==> config.mk <==
export PLATFORM = sky130hd
export DESIGN_NAME = tmds_period_scheduler
export DESIGN_NICKNAME = d
export VERILOG_FILES = /design/src/rtl/tmds_pkg.sv /design/src/rtl/video_timing_counter.sv /design/src/rtl/tmds_period_scheduler.sv
export SDC_FILE = /design/constraint.sdc
export NUM_CORES = 1
export LEC_CHECK = 0
export BUFFER_PORTS_ARGS = -buffer_cell sky130_fd_sc_hd__buf_2
export CAP_MARGIN = 20
export CORE_MARGIN = 1.5
export CORE_UTILIZATION = 50
export DETAILED_ROUTE_END_ITERATION = 16
export HOLD_SLACK_MARGIN = 0.05
export PLACE_DENSITY = 0.75
export SYNTH_ARGS = -nofsm -noshare
export SYNTH_HDL_FRONTEND = slang
export SYNTH_HIERARCHICAL = 1
export SYNTH_SLANG_ARGS = --single-unit
==> constraint.sdc <==
create_clock -name i_clk -period 2.9 [get_ports i_clk]
set_input_delay 0 -clock i_clk [delete_from_list [all_inputs] [get_ports i_clk]]
set_output_delay 0 -clock i_clk [all_outputs]
set_load 0.02 [all_outputs]
==> src/rtl/tmds_pkg.sv <==
// Shared period encodings and TMDS constants for the period scheduler and the
// downstream channel encoders.
package tmds_pkg;

    typedef enum logic [1:0] {
        CONTROL  = 2'b00,
        PREAMBLE = 2'b01,
        GUARD    = 2'b10,
        VIDEO    = 2'b11
    } tmdsMode_t;

    // {CTL3,CTL2,CTL1,CTL0} announcing a video data period
    localparam logic [3:0] PREAMBLE_VIDEO_CTL = 4'b0001;

    // Guard-band symbols the encoder output mux substitutes while o_mode is GUARD
    localparam logic [9:0] GUARD_CH0 = 10'b1011001100;
    localparam logic [9:0] GUARD_CH1 = 10'b0100110011;
    localparam logic [9:0] GUARD_CH2 = 10'b1011001100;

endpackage

==> src/rtl/video_timing_counter.sv <==
// Raster h/v counters with enable hold at (0,0), plus sync and active-line flags
// for the position that the scheduler will present on the next edge.
module video_timing_counter #(
    parameter int H_ACTIVE = 640,
    parameter int H_FP     = 16,
    parameter int H_SYNC   = 96,
    parameter int H_BP     = 48,
    parameter int V_ACTIVE = 480,
    parameter int V_FP     = 10,
    parameter int V_SYNC   = 2,
    parameter int V_BP     = 33
) (
    input  logic        i_clk,
    input  logic        i_rst_n,
    input  logic        i_en,
    output logic [11:0] o_h,
    output logic        o_hsAct,
    output logic        o_vsAct,
    output logic        o_activeLine,
    output logic        o_origin
);

    localparam logic [11:0] L_H_LAST     = 12'(H_FP + H_SYNC + H_BP + H_ACTIVE - 1);
    localparam logic [11:0] L_V_LAST     = 12'(V_FP + V_SYNC + V_BP + V_ACTIVE - 1);
    localparam logic [11:0] L_V_BLANK    = 12'(V_FP + V_SYNC + V_BP);
    localparam logic [11:0] L_HS_FIRST   = 12'(H_FP);
    localparam logic [11:0] L_HS_LAST    = 12'(H_FP + H_SYNC - 1);
    localparam logic [11:0] L_VS_FIRST   = 12'(V_FP);
    localparam logic [11:0] L_VS_LAST    = 12'(V_FP + V_SYNC - 1);

    logic [11:0] r_hCount;
    logic [11:0] r_vCount;

    // The counters always hold the position to be presented at the next edge,
    // so parking them at (0,0) while disabled makes the first enabled edge show (0,0).
    always_ff @(posedge i_clk or negedge i_rst_n) begin
        if (!i_rst_n) begin
            r_hCount <= '0;
            r_vCount <= '0;
        end else if (!i_en) begin
            r_hCount <= '0;
            r_vCount <= '0;
        end else if (r_hCount == L_H_LAST) begin
            r_hCount <= '0;
            r_vCount <= (r_vCount == L_V_LAST) ? 12'd0 : r_vCount + 12'd1;
        end else begin
            r_hCount <= r_hCount + 12'd1;
        end
    end

    assign o_h          = r_hCount;
    assign o_hsAct      = (r_hCount >= L_HS_FIRST) && (r_hCount <= L_HS_LAST);
    assign o_vsAct      = (r_vCount >= L_VS_FIRST) && (r_vCount <= L_VS_LAST);
    assign o_activeLine = (r_vCount >= L_V_BLANK);
    assign o_origin     = (r_hCount == 12'd0) && (r_vCount == 12'd0);

endmodule

==> src/rtl/tmds_period_scheduler.sv <==
// Period scheduler for the three TMDS encoders: period FSM, pixel handshake and
// registered per-channel outputs. Define TMDS_HDMI_PERIODS_EN for HDMI preamble/guard periods.
module tmds_period_scheduler
    import tmds_pkg::*;
#(
    parameter int H_ACTIVE = 640,
    parameter int H_FP     = 16,
    parameter int H_SYNC   = 96,
    parameter int H_BP     = 48,
    parameter int V_ACTIVE = 480,
    parameter int V_FP     = 10,
    parameter int V_SYNC   = 2,
    parameter int V_BP     = 33,
    parameter int HS_POL   = 0,
    parameter int VS_POL   = 0
) (
    input  logic        i_clk,
    input  logic        i_rst_n,
    input  logic        i_en,
    input  logic [23:0] i_pix,
    input  logic        i_pix_valid,
    output logic        o_pix_ready,
    output logic [1:0]  o_mode,
    output logic [1:0]  o_ctrl0,
    output logic [1:0]  o_ctrl1,
    output logic [1:0]  o_ctrl2,
    output logic [7:0]  o_data0,
    output logic [7:0]  o_data1,
    output logic [7:0]  o_data2,
    output logic        o_frame_start,
    output logic        o_underflow
);

    localparam logic [11:0] L_H_BLANK   = 12'(H_FP + H_SYNC + H_BP);
    localparam logic [11:0] L_RDY_FIRST = 12'(H_FP + H_SYNC + H_BP - 1);
    localparam logic [11:0] L_RDY_LAST  = 12'(H_FP + H_SYNC + H_BP + H_ACTIVE - 2);
    localparam logic        L_HS_ON     = (HS_POL != 0);
    localparam logic        L_VS_ON     = (VS_POL != 0);

    logic [11:0] w_hCount;
    logic        w_hsAct;
    logic        w_vsAct;
    logic        w_activeLine;
    logic        w_origin;
    logic        w_videoWin;
    logic        w_readyNext;

    tmdsMode_t   r_mode;
    tmdsMode_t   w_modeNext;
    logic [1:0]  r_ctrl0, r_ctrl1, r_ctrl2;
    logic [1:0]  w_ctrl0Next, w_ctrl1Next, w_ctrl2Next;
    logic [23:0] r_pix;
    logic [23:0] w_pixNext;
    logic        r_pixReady;
    logic        r_frameStart;
    logic        r_underflow;

    video_timing_counter #(
        .H_ACTIVE (H_ACTIVE),
        .H_FP     (H_FP),
        .H_SYNC   (H_SYNC),
        .H_BP     (H_BP),
        .V_ACTIVE (V_ACTIVE),
        .V_FP     (V_FP),
        .V_SYNC   (V_SYNC),
        .V_BP     (V_BP)
    ) u_timing (
        .i_clk        (i_clk),
        .i_rst_n      (i_rst_n),
        .i_en         (i_en),
        .o_h          (w_hCount),
        .o_hsAct      (w_hsAct),
        .o_vsAct      (w_vsAct),
        .o_activeLine (w_activeLine),
        .o_origin     (w_origin)
    );

    assign w_videoWin  = i_en && w_activeLine && (w_hCount >= L_H_BLANK);
    assign w_readyNext = i_en && w_activeLine && (w_hCount >= L_RDY_FIRST) && (w_hCount <= L_RDY_LAST);

`ifdef TMDS_HDMI_PERIODS_EN
    localparam logic [11:0] L_PRE_FIRST = 12'(H_FP + H_SYNC + H_BP - 10);
    localparam logic [11:0] L_PRE_LAST  = 12'(H_FP + H_SYNC + H_BP - 3);
    localparam logic [11:0] L_GRD_FIRST = 12'(H_FP + H_SYNC + H_BP - 2);

    logic w_preambleWin;
    logic w_guardWin;

    assign w_preambleWin = i_en && w_activeLine && (w_hCount >= L_PRE_FIRST) && (w_hCount <= L_PRE_LAST);
    assign w_guardWin    = i_en && w_activeLine && (w_hCount >= L_GRD_FIRST) && (w_hCount < L_H_BLANK);
`endif

    // A pixel accepted on this edge lands on the data registers in the same
    // update that moves the mode to VIDEO, keeping all channels aligned.
    always_comb begin
        w_modeNext  = CONTROL;
        w_ctrl0Next = {(i_en && w_vsAct) ? L_VS_ON : ~L_VS_ON,
                       (i_en && w_hsAct) ? L_HS_ON : ~L_HS_ON};
        w_ctrl1Next = 2'b00;
        w_ctrl2Next = 2'b00;
        w_pixNext   = '0;
        if (w_videoWin) begin
            w_modeNext = VIDEO;
            if (r_pixReady && i_pix_valid) begin
                w_pixNext = i_pix;
            end
        end
`ifdef TMDS_HDMI_PERIODS_EN
        else if (w_preambleWin) begin
            w_modeNext  = PREAMBLE;
            w_ctrl1Next = PREAMBLE_VIDEO_CTL[1:0];
            w_ctrl2Next = PREAMBLE_VIDEO_CTL[3:2];
        end else if (w_guardWin) begin
            w_modeNext = GUARD;
        end
`endif
    end

    always_ff @(posedge i_clk or negedge i_rst_n) begin
        if (!i_rst_n) begin
            r_mode       <= CONTROL;
            r_ctrl0      <= {~L_VS_ON, ~L_HS_ON};
            r_ctrl1      <= 2'b00;
            r_ctrl2      <= 2'b00;
            r_pix        <= '0;
            r_pixReady   <= 1'b0;
            r_frameStart <= 1'b0;
            r_underflow  <= 1'b0;
        end else begin
            r_mode       <= w_modeNext;
            r_ctrl0      <= w_ctrl0Next;
            r_ctrl1      <= w_ctrl1Next;
            r_ctrl2      <= w_ctrl2Next;
            r_pix        <= w_pixNext;
            r_pixReady   <= w_readyNext;
            r_frameStart <= i_en && w_origin;
            if (r_pixReady && !i_pix_valid) begin
                r_underflow <= 1'b1;
            end
        end
    end

    assign o_mode        = r_mode;
    assign o_ctrl0       = r_ctrl0;
    assign o_ctrl1       = r_ctrl1;
    assign o_ctrl2       = r_ctrl2;
    assign o_data2       = r_pix[23:16];
    assign o_data1       = r_pix[15:8];
    assign o_data0       = r_pix[7:0];
    assign o_pix_ready   = r_pixReady;
    assign o_frame_start = r_frameStart;
    assign o_underflow   = r_underflow;

endmodule

==> results of run 1 <==
[routing by layer]
| layer | wire length, um | vias to the layer above | global-route usage [%] |
|---|---|---|---|
| li1 | - | 998 | - |
| met2 | 2640 | 79 | 35.3 |
| met3 | 378 | 10 | 3.88 |
| met5 | 0 | - | 0 |
| met1 | 2590 | 1009 | 27.3 |
| met4 | 91 | 0 | 7.94 |
[cells in the final DEF, fill, tap and decap left out, types with 4 or more instances in the layout]
cell	Yosys	final
a31oi_1	13	13
and2_1	11	11
and2_2	4	4
and2_4	15	15
and3_1	6	6
buf_2	4	58
buf_4	5	4
clkbuf_8	0	5
conb_1	1	4
dfrtp_1	52	52
dlygate4sd3_1	0	27
ha_1	7	7
inv_1	8	8
nand2_1	17	17
nand3_1	12	12
nor2_1	15	15
nor3_1	6	6
o21ai_0	5	5
xnor2_1	6	6
xor2_1	4	4
[state kept, by name, summed over array words and instances, names as in the netlist]
signal             flops
r_pix                 24
u_timing/o_h          12
u_timing/r_vCount     12
o_ctrl0                2
o_frame_start          1
o_mode                 1
o_pix_ready            1
o_underflow            1
[through the flow]
stage | total power [mW] | hold slack [ns] | utilization, %
2_1_floorplan | 0.812 | -0.296 | -
3_3_place_gp | 0.849 | 0.0518 | 57.6
3_5_place_dp | 0.851 | 0.0625 | 57.6
4_1_cts | 1.38 | 0.261 | 65.1
5_1_grt | 1.41 | 0.326 | 65.1
6_report | 1.36 | 0.240 | 65.1
[power breakdown]
part | internal [mW] | switching [mW]
sequential | 0.757 | 0.00562
combinational | 0.0509 | 0.0509
clock | 0.258 | 0.238
total | 1.07 | 0.295
[kinds of logic (layout without fill, tap and decap cells)]
| group | Yosys count | count (layout) |
|---|---|---|
| buf+inv | 23 | 105 |
| simple gates | 115 | 115 |
| flops | 54 | 54 |
| xor+xnor | 10 | 10 |
| other cells | 1 | 4 |
| fa+ha+maj | 7 | 7 |
| compound gates | 32 | 32 |
[Yosys cell counts, types with 3 or more instances]
master	instances	area [um2]
a31oi_1	13	81.3
a41oi_1	3	26.3
and2_1	11	68.8
and2_2	4	30.0
and2_4	15	131
and3_1	6	37.5
and4_1	3	26.3
buf_2	4	20.0
buf_4	5	37.5
buf_6	3	33.8
clkbuf_1	3	11.3
dfrtp_1	52	1300
ha_1	7	87.6
inv_1	8	30.0
nand2_1	17	63.8
nand3_1	12	60.1
nand4_1	3	18.8
nor2_1	15	56.3
nor2b_1	3	18.8
nor3_1	6	30.0
o21ai_0	5	25.0
or3_1	3	18.8
xnor2_1	6	52.6
xor2_1	4	35.0
[critical path: stages, from the launching register on]
cell and delay, ns:
dfrtp_1 0.47, inv_1 0.14, ha_1 0.17, or4bb_1 0.48, o41a_1 0.39, buf_4 0.22, a41oi_1 0.21, a31oi_1 0.06
[worst max path at each step]
stage / start / endpoint / depth (start not counted)
floorplan: u_timing/r_vCount[0] / u_timing/r_vCount[9] / 7
global placement: u_timing/r_vCount[1] / u_timing/r_vCount[8] / 7
detailed placement: u_timing/r_vCount[1] / u_timing/r_vCount[8] / 7
CTS: u_timing/r_vCount[1] / u_timing/r_vCount[8] / 7
global route: u_timing/r_vCount[1] / u_timing/r_vCount[8] / 7
finish: u_timing/r_vCount[1] / u_timing/r_vCount[8] / 7
[final cells by class]
class	instances	area (um2)	share of cell area (%)
sequential	54	1350	41.0
inverter	8	30.0	0.908
multi-input combinational	168	1130	34.3
timing repair buffer	89	591	17.9
clock inverter	2	37.5	1.14
tap	70	87.6	2.65
clock buffer	6	72.6	2.20
==> metrics.cfg, run 1 <==
[run_status]
status=completed

[setup_path]
rr_startpoint=u_timing/r_vCount[1]
ff2ff_path_depth=7
cp.required_ns=3.07
reg2reg_slack_ns=0.64
start_kind=register
cp_max_fo=16
timing.rr.end=u_timing/r_vCount[8]
path_class=reg -> reg
end_kind=register
arrival_ns=2.43

[grt]
grt_start_max_net_pins=30
antenna_found_initial=0
grt_pass1_wl_um=8950
track_usage_pct=21.1
grt.overflow.total=0
grt_pass1_vias=1943

[power]
p_per_area_nw_per_um2=412
leakage_nw=1.69
ir_worst_vdd_mv=0.186

[placed_design]
pre_cts_ws_ns=0.640
place_inst=362
dp_hpwl_um=3650
buffer_ports.inserted=58
gp_congestion=0.819
place_area_um2=2930

[timing]
maxSlewHeadroom_pct=58.0
post-route-min-period_ns=2.26
hold_viol=0
slew_viol_final=0
tightest_slew_ns=0.630
tns_ns=0
finalSetupViolCount=0
timing.final.crit_share_pct=78.0
rsz0062_at_grt=false
clock_skew_ns=0.00371
max_freq_mhz=442
setup_slack_ns=0.639

[synthesis]
synthSimpleGateAreaFrac_pct=27.4
synth_edf_count=0
netlist_area_um2=2610
synth-main-ff-cell=dfrtp_1
synth-async-reset-ratio_pct=100
synth_seq_cells=54
synthAdderAreaFrac_pct=3.36
synth_compound_area_share_pct=8.78
syn_avg_cell_area_um2=10.8
yosys-mux-area-fraction_pct=0
synth_cell_types=47
ys_warn_count=6
synth_top_family_by_area=simple AND/OR/NAND/NOR gates
seq_area_frac_synth_pct=51.9
synthCells=242
synth-xor-area-share_pct=3.36

[drt]
vias=2096
drtAntennaViolNets=0
drt-pass1-iter-count=4
routed_wl_um=5700
post_drt_wl_per_cell_um=14.4
avgViaCountPerCell=5.28
drcViolationCount=0
first_iter_violations=97

[clocking]
cts_buffers=5
ctsHoldBuffers=27
cts-root-buf=clkbuf_8
cts_resized=0
cts_setup_buffers=0
insertion_delay_ns=0.30
clk_pin_slew_worst_paths_ns=0.09
cts.sink_count=54
clk_path_buf_depth=2
htreeDepth=2
cts_tree=yes

[cells_and_area]
final_cells=397
area_delta_synth_final_pct=26.7
nFillCells=400
n_antenna_cell=0
design_area_um2=3310
drive_above_1_share_pct=29.4
final_nets=361

[floorplanning]
die_w_um=75.2
rows=26
die_h_um=75.2
core_um2=5070
dieArea_um2=5660
start_util_pct=51.4
io_pins=63

[worst_hold_path]
hold_class=in -> async

[flow_run]
cap_violations=0

No activity file was read; power rests on OpenSTA's default activity.
==> inputs of run 2 (changes only) <==
--- a/config.mk
+++ b/config.mk
@@ -5,13 +5,14 @@
 export SDC_FILE = /design/constraint.sdc
 export NUM_CORES = 1
 export LEC_CHECK = 0
+export ABC_AREA = 1
 export BUFFER_PORTS_ARGS = -buffer_cell sky130_fd_sc_hd__buf_2
 export CAP_MARGIN = 20
 export CORE_MARGIN = 1.5
 export CORE_UTILIZATION = 50
 export DETAILED_ROUTE_END_ITERATION = 16
 export HOLD_SLACK_MARGIN = 0.05
-export PLACE_DENSITY = 0.75
+export PLACE_DENSITY = 0.74
 export SYNTH_ARGS = -nofsm -noshare
 export SYNTH_HDL_FRONTEND = slang
 export SYNTH_HIERARCHICAL = 1
==> constraint.sdc (replaced) <==
create_clock -name i_clk -period 2.3 [get_ports i_clk]
set_input_delay 0 -clock i_clk [delete_from_list [all_inputs] [get_ports i_clk]]
set_output_delay 0 -clock i_clk [all_outputs]
set_load 0.02 [all_outputs]
==> run 2 against run 1 <==
  * Maximum frequency grew 18%
  * Count of clock-buffer cells in the layout did not move
  * Die area rose by 14%
  * Register-to-register slack got worse by 0.26 ns
  * Global-route usage rose by 0.097 points
  * First-iteration DRC count up 120%
  * Hold slack better by 0.023 ns
  * Clock skew increased by 0.0036 ns
  * Via count up 23%
  * Critical endpoint is now r_pix[1]
  * Largest power group unchanged
==> metrics.cfg, run 2 <==
[floorplanning]
dieArea_um2=6470
core_um2=5850
rows=28
io_pins=63
die_w_um=80.5
die_h_um=80.5
start_util_pct=51.3

[cells_and_area]
layout_commonest_cell=nand2_1
regMostFlops=r_pix
largest_reg_flops=24
area_delta_synth_final_pct=21.8
design_area_um2=3650
n_antenna_cell=0
mostFrequentLayoutCells=nand2_1 (122), buf_2 (58), dfrtp_1 (52)
final_nets=488
drive_above_1_share_pct=23.8

[clocking]
clk_pin_slew_worst_paths_ns=0.10
htreeDepth=2
cts_buffers=5
cts_resized=0
clk_path_buf_depth=2
cts_setup_buffers=0
insertion_delay_ns=0.31
cts_tree=yes
cts-root-buf=clkbuf_8
cts.sink_count=54

[setup_path]
path_cells=inv_1 -> ha_1 -> inv_1 -> nor2_1 -> o21ai_0 -> nand2_1 -> nand4_1 -> nand2_1 -> nor2_4 -> inv_6 -> nor2_1
max_stage_delay_ns=0.44
cpLargestDelayFamily=simple AND/OR/NAND/NOR gates
cp_max_fo=24
end_kind=register
start_kind=register
reg2reg_slack_ns=0.38
critPathLaunch=u_timing/r_vCount[0]
path_class=reg -> reg
slowest_stage=dfrtp_1
arrival_ns=2.10
rr_startpoint=u_timing/r_vCount[0]
cp.required_ns=2.49
timing.rr.end=r_pix[1]
path_buf_inv=3
ff2ff_path_depth=11

[placed_design]
buffer_ports.inserted=58
place_area_um2=3290
gp_congestion=0.988
dp_hpwl_um=4430

[synthesis]
synth-async-reset-ratio_pct=100
synth_compound_area_share_pct=1.50
synth_top_family_by_area=simple AND/OR/NAND/NOR gates
synth_top_area_share_pct=43.4
synth_edf_count=0
synthCells=371
synth_seq_cells=54
synth-main-ff-cell=dfrtp_1
synth_top_cells_by_count=nand2_1 (122), dfrtp_1 (52), nor2_1 (43)
seq_area_frac_synth_pct=45.1
yosys.area.top_type=dfrtp_1
netlist_area_um2=3000
yosys-mux-area-fraction_pct=0
synth_cell_types=29
synth-xor-area-share_pct=0.876
synthAdderAreaFrac_pct=2.92
synthSimpleGateAreaFrac_pct=39.9
yosysMostFrequentCell=nand2_1
ys_warn_count=6
syn_avg_cell_area_um2=8.09
synth_area_leaders=dfrtp_1 (43%), nand2_1 (15%), nor2_4 (8.3%)

[power]
clkPwrFrac_pct=34.6
p_seq_share_pct=57.8
internal-power_mw=1.26
p_per_area_nw_per_um2=456
ir_worst_vdd_mv=0.291
swShare_pct=24.1
leakage_nw=1.78
p_switching_mw=0.401
power_frac_comb_pct=7.5

[grt]
track_usage_pct=21.2
grt_pass1_vias=2214
grt_pass1_wl_um=10500
grt.overflow.total=0
antenna_found_initial=0
grt_start_max_net_pins=32

[timing]
slew_viol_final=0
clock_skew_ns=0.00731
max_freq_mhz=521
tns_ns=0
maxSlewHeadroom_pct=52.0
holdWs_ns=0.263
post-route-min-period_ns=1.92
rsz0062_at_grt=false
hold_viol=0
finalSetupViolCount=0
tightest_slew_ns=0.720
timing.final.crit_share_pct=83.4

[worst_hold_path]
hold_class=in -> async

[drt]
drt-pass1-iter-count=4
drtAntennaViolNets=0
vias=2573
drcViolationCount=0
avgViaCountPerCell=4.86
first_iter_violations=218
post_drt_wl_per_cell_um=12.6
routed_wl_um=6680

[run_status]
status=completed

[flow_run]
cap_violations=0

## run 2: changes by cell type after synthesis, sizes merged, moves of 5 or more
cell,before,now
nand4,3,15
and2,30,0
inv,8,42
nand3,12,18
and3,7,0
nand2,17,123
a31oi,13,0
xnor2,6,1
nor2,15,75
## run 2: power by group through the flow
stage / Clock, mW / Combinational, mW / Sequential [mW]
2_1_floorplan: 0 / 0.0366 / 0.984
3_3_place_gp: 0 / 0.0882 / 0.981
3_5_place_dp: 0 / 0.0893 / 0.981
4_1_cts: 0.590 / 0.125 / 0.963
5_1_grt: 0.631 / 0.138 / 0.964
6_report: 0.577 / 0.125 / 0.963
## run 2: worst max path at each step
stage                      endpoint  cells past startpoint
after floorplan           r_pix[10]                     12
after global placement     r_pix[2]                     11
after detailed placement  r_pix[23]                     11
after CTS                  r_pix[2]                     11
after global routing       r_pix[1]                     11
final                      r_pix[1]                     11
## run 2: logic make-up after synthesis
logic type      Yosys count
simple gates            241
buf+inv                  57
flops                    54
compound gates            8
fa+ha+maj                 7
xor+xnor                  3
other cells               1
## run 2: layer usage
layer / GRT usage, % / share of wire, % / routed length [um] / vias to the layer above
met4: 7.59 / 2.4 / 160 / 0
li1: - / - / - / 1294
met5: 0 / 0 / 0 / -
met1: 28.1 / 43 / 2850 / 1192
met2: 34.5 / 51 / 3400 / 70
met3: 3.86 / 4.0 / 267 / 17
## run 2: stage by stage
stage | total power [mW] | cells | utilization (%) | setup slack [ns]
6_report | 1.67 | 529 | 62.5 | 0.382
3_5_place_dp | 1.07 | 494 | 56.2 | 0.435
4_1_cts | 1.68 | 529 | 62.5 | 0.420
2_1_floorplan | 1.02 | 374 | - | 0.714
5_1_grt | 1.73 | 529 | 62.5 | 0.293
3_3_place_gp | 1.07 | 494 | 56.2 | 0.519
## run 2: what timing repair did
action                                  in CTS  in global routing
hold endpoints to repair                    55                  0
endpoints found under the setup margin       0                  0
hold buffers                                27                  0
## run 2: layout make-up
cell class | count | area (um2)
well taps | 75 | 93.8
multi-input cells | 263 | 1370
fillers | 488 | 2200
inverters | 42 | 163
repair buffers | 87 | 576
clock inverters | 2 | 16.3
flip-flops and latches | 54 | 1350
clock buffers | 6 | 82.6
==> inputs of run 3 (changes only) <==
==> constraint.sdc (replaced) <==
create_clock -name i_clk -period 1.8 [get_ports i_clk]
set_input_delay 0 -clock i_clk [delete_from_list [all_inputs] [get_ports i_clk]]
set_output_delay 0 -clock i_clk [all_outputs]
set_load 0.02 [all_outputs]
==> run 3 against run 2 <==
  * Largest power group unchanged
  * Hold slack got worse by 0.049 ns
  * Core utilization grew 2.3 points
  * Total power is 33% higher
  * Cell area is 3.6% higher
  * Largest cell class unchanged
==> metrics.cfg, run 3 (synthesis gave the netlist of run 2 again) <==
[run_status]
status=completed

[clocking]
cts_buffers=5
cts.sink_count=54
cts_tree=yes
insertion_delay_ns=0.31
cts-root-buf=clkbuf_8
clk_pin_slew_worst_paths_ns=0.10
htreeDepth=2
clk_path_buf_depth=2

[drt]
drtAntennaViolNets=0
drt-pass1-iter-count=4
routed_wl_um=7250
vias=2698
first_iter_violations=163
drcViolationCount=0
avgViaCountPerCell=4.98
post_drt_wl_per_cell_um=13.4

[placed_design]
pre_cts_ws_ns=0.0585
gp_congestion=0.984
dp_hpwl_um=4570
place_area_um2=3350
buffer_ports.inserted=58

[floorplanning]
start_util_pct=51.3
core_um2=5850
rows=28
die_h_um=80.5
io_pins=63
die_w_um=80.5
dieArea_um2=6470

[setup_path]
slowest_stage=dfrtp_1
path_cells=inv_1 -> ha_1 -> inv_1 -> nor2_1 -> o21ai_0 -> nand2_1 -> nand4_1 -> nand2_2 -> nor2_4 -> buf_12 -> clkinv_8 -> nor2_1
max_stage_delay_ns=0.43
cp.required_ns=2.04
path_class=reg -> reg
end_kind=register
ff2ff_path_depth=12
cp_max_fo=6
arrival_ns=1.94
start_kind=register

[grt]
grt.overflow.total=0
grt_pass1_wl_um=11000
grt_pass1_vias=2454
antenna_found_initial=0
grt_start_max_net_pins=28
track_usage_pct=22.3

[timing]
slew_viol_final=0
post-route-min-period_ns=1.71
tightest_slew_ns=0.594
setup_slack_ns=0.0944
hold_viol=0
timing.final.crit_share_pct=94.8
clock_skew_ns=0.00658
max_freq_mhz=586
maxSlewHeadroom_pct=60.4
finalSetupViolCount=0

[cells_and_area]
final_nets=500
design_area_um2=3790
largest_reg_flops=24
layout_commonest_cell=nand2_1
drive_above_1_share_pct=25.8
regMostFlops=r_pix
utilization_pct=64.7
mostFrequentLayoutCells=nand2_1 (121), buf_2 (58), dfrtp_1 (52)
area_delta_synth_final_pct=26.2

[power]
ir_worst_vdd_mv=0.393
leakage_nw=1.85
p_per_area_nw_per_um2=586

[worst_hold_path]
hold_class=in -> async

[flow_run]
cap_violations=0

## run 3: through the flow
stage	cells	hold slack, ns	setup TNS, ns	power (mW)
6_report	542	0.214	0	2.22
5_1_grt	541	0.272	-0.00905	2.30
4_1_cts	537	0.235	0	2.23
3_5_place_dp	502	0.0320	0	1.37
3_3_place_gp	502	0.0359	0	1.37
2_1_floorplan	374	-0.296	0	1.30
## run 3: layout make-up
type	instances	area, um2
clock inverters	2	38.8
repair buffers	97	663
fillers	462	2060
well taps	75	93.8
multi-input cells	263	1370
repair inverters	2	20.0
inverters	42	170
flip-flops and latches	54	1350
diodes	1	2.50
clock buffers	6	72.6
## run 3: layer usage
| layer | vias to the layer above | track usage (%) | part of all wire, % |
|---|---|---|---|
| met1 | 1297 | 26.5 | 41 |
| met4 | 0 | 9.14 | 2.0 |
| met5 | - | 0 | 0 |
| met2 | 63 | 39.0 | 54 |
| li1 | 1325 | - | - |
| met3 | 13 | 4.43 | 3.6 |
## run 3: timing repair
| item | 4_1_cts | 5_1_grt |
|---|---|---|
| buffers inserted | 0 | 2 |
| hold endpoints to repair | 52 | 0 |
| setup endpoints to repair | 0 | 24 |
| hold buffers | 27 | 0 |
| gates resized for setup | 0 | 4 |
## run 3: worst max-delay path: cells and delay by family (launching register included)
family                   cells  cell delay, ns
adder cells (fa/ha/maj)      1            0.19
AO/OA/AOI/OAI                1            0.13
flip-flops                   1            0.43
AND/OR/NAND/NOR              6            0.53
buffers and inverters        4            0.35
## run 3: worst paths after layout
kind / slack, ns / to / from
setup / recovery: 0.09 / r_pix[1] / u_timing/r_vCount[0]
hold / removal: 0.21 / u_timing/r_vCount[10] / i_rst_n
setup reg to reg: 0.09 / r_pix[1] / u_timing/r_vCount[0]
hold reg to reg: 0.49 / o_underflow / o_underflow
max in group asynchronous: 0.89 / o_ctrl0[0] / i_rst_n
min in group i_clk: 0.41 / o_underflow / i_pix_valid
## run 3: where the power goes
group          switching [mW]  total [mW]  internal, mW  leakage, nW
Combinational          0.0866       0.164        0.0771         1.06
Sequential            0.00916        1.23          1.22        0.742
Clock                   0.408       0.827         0.418       0.0554
Total                   0.504        2.22          1.72         1.85
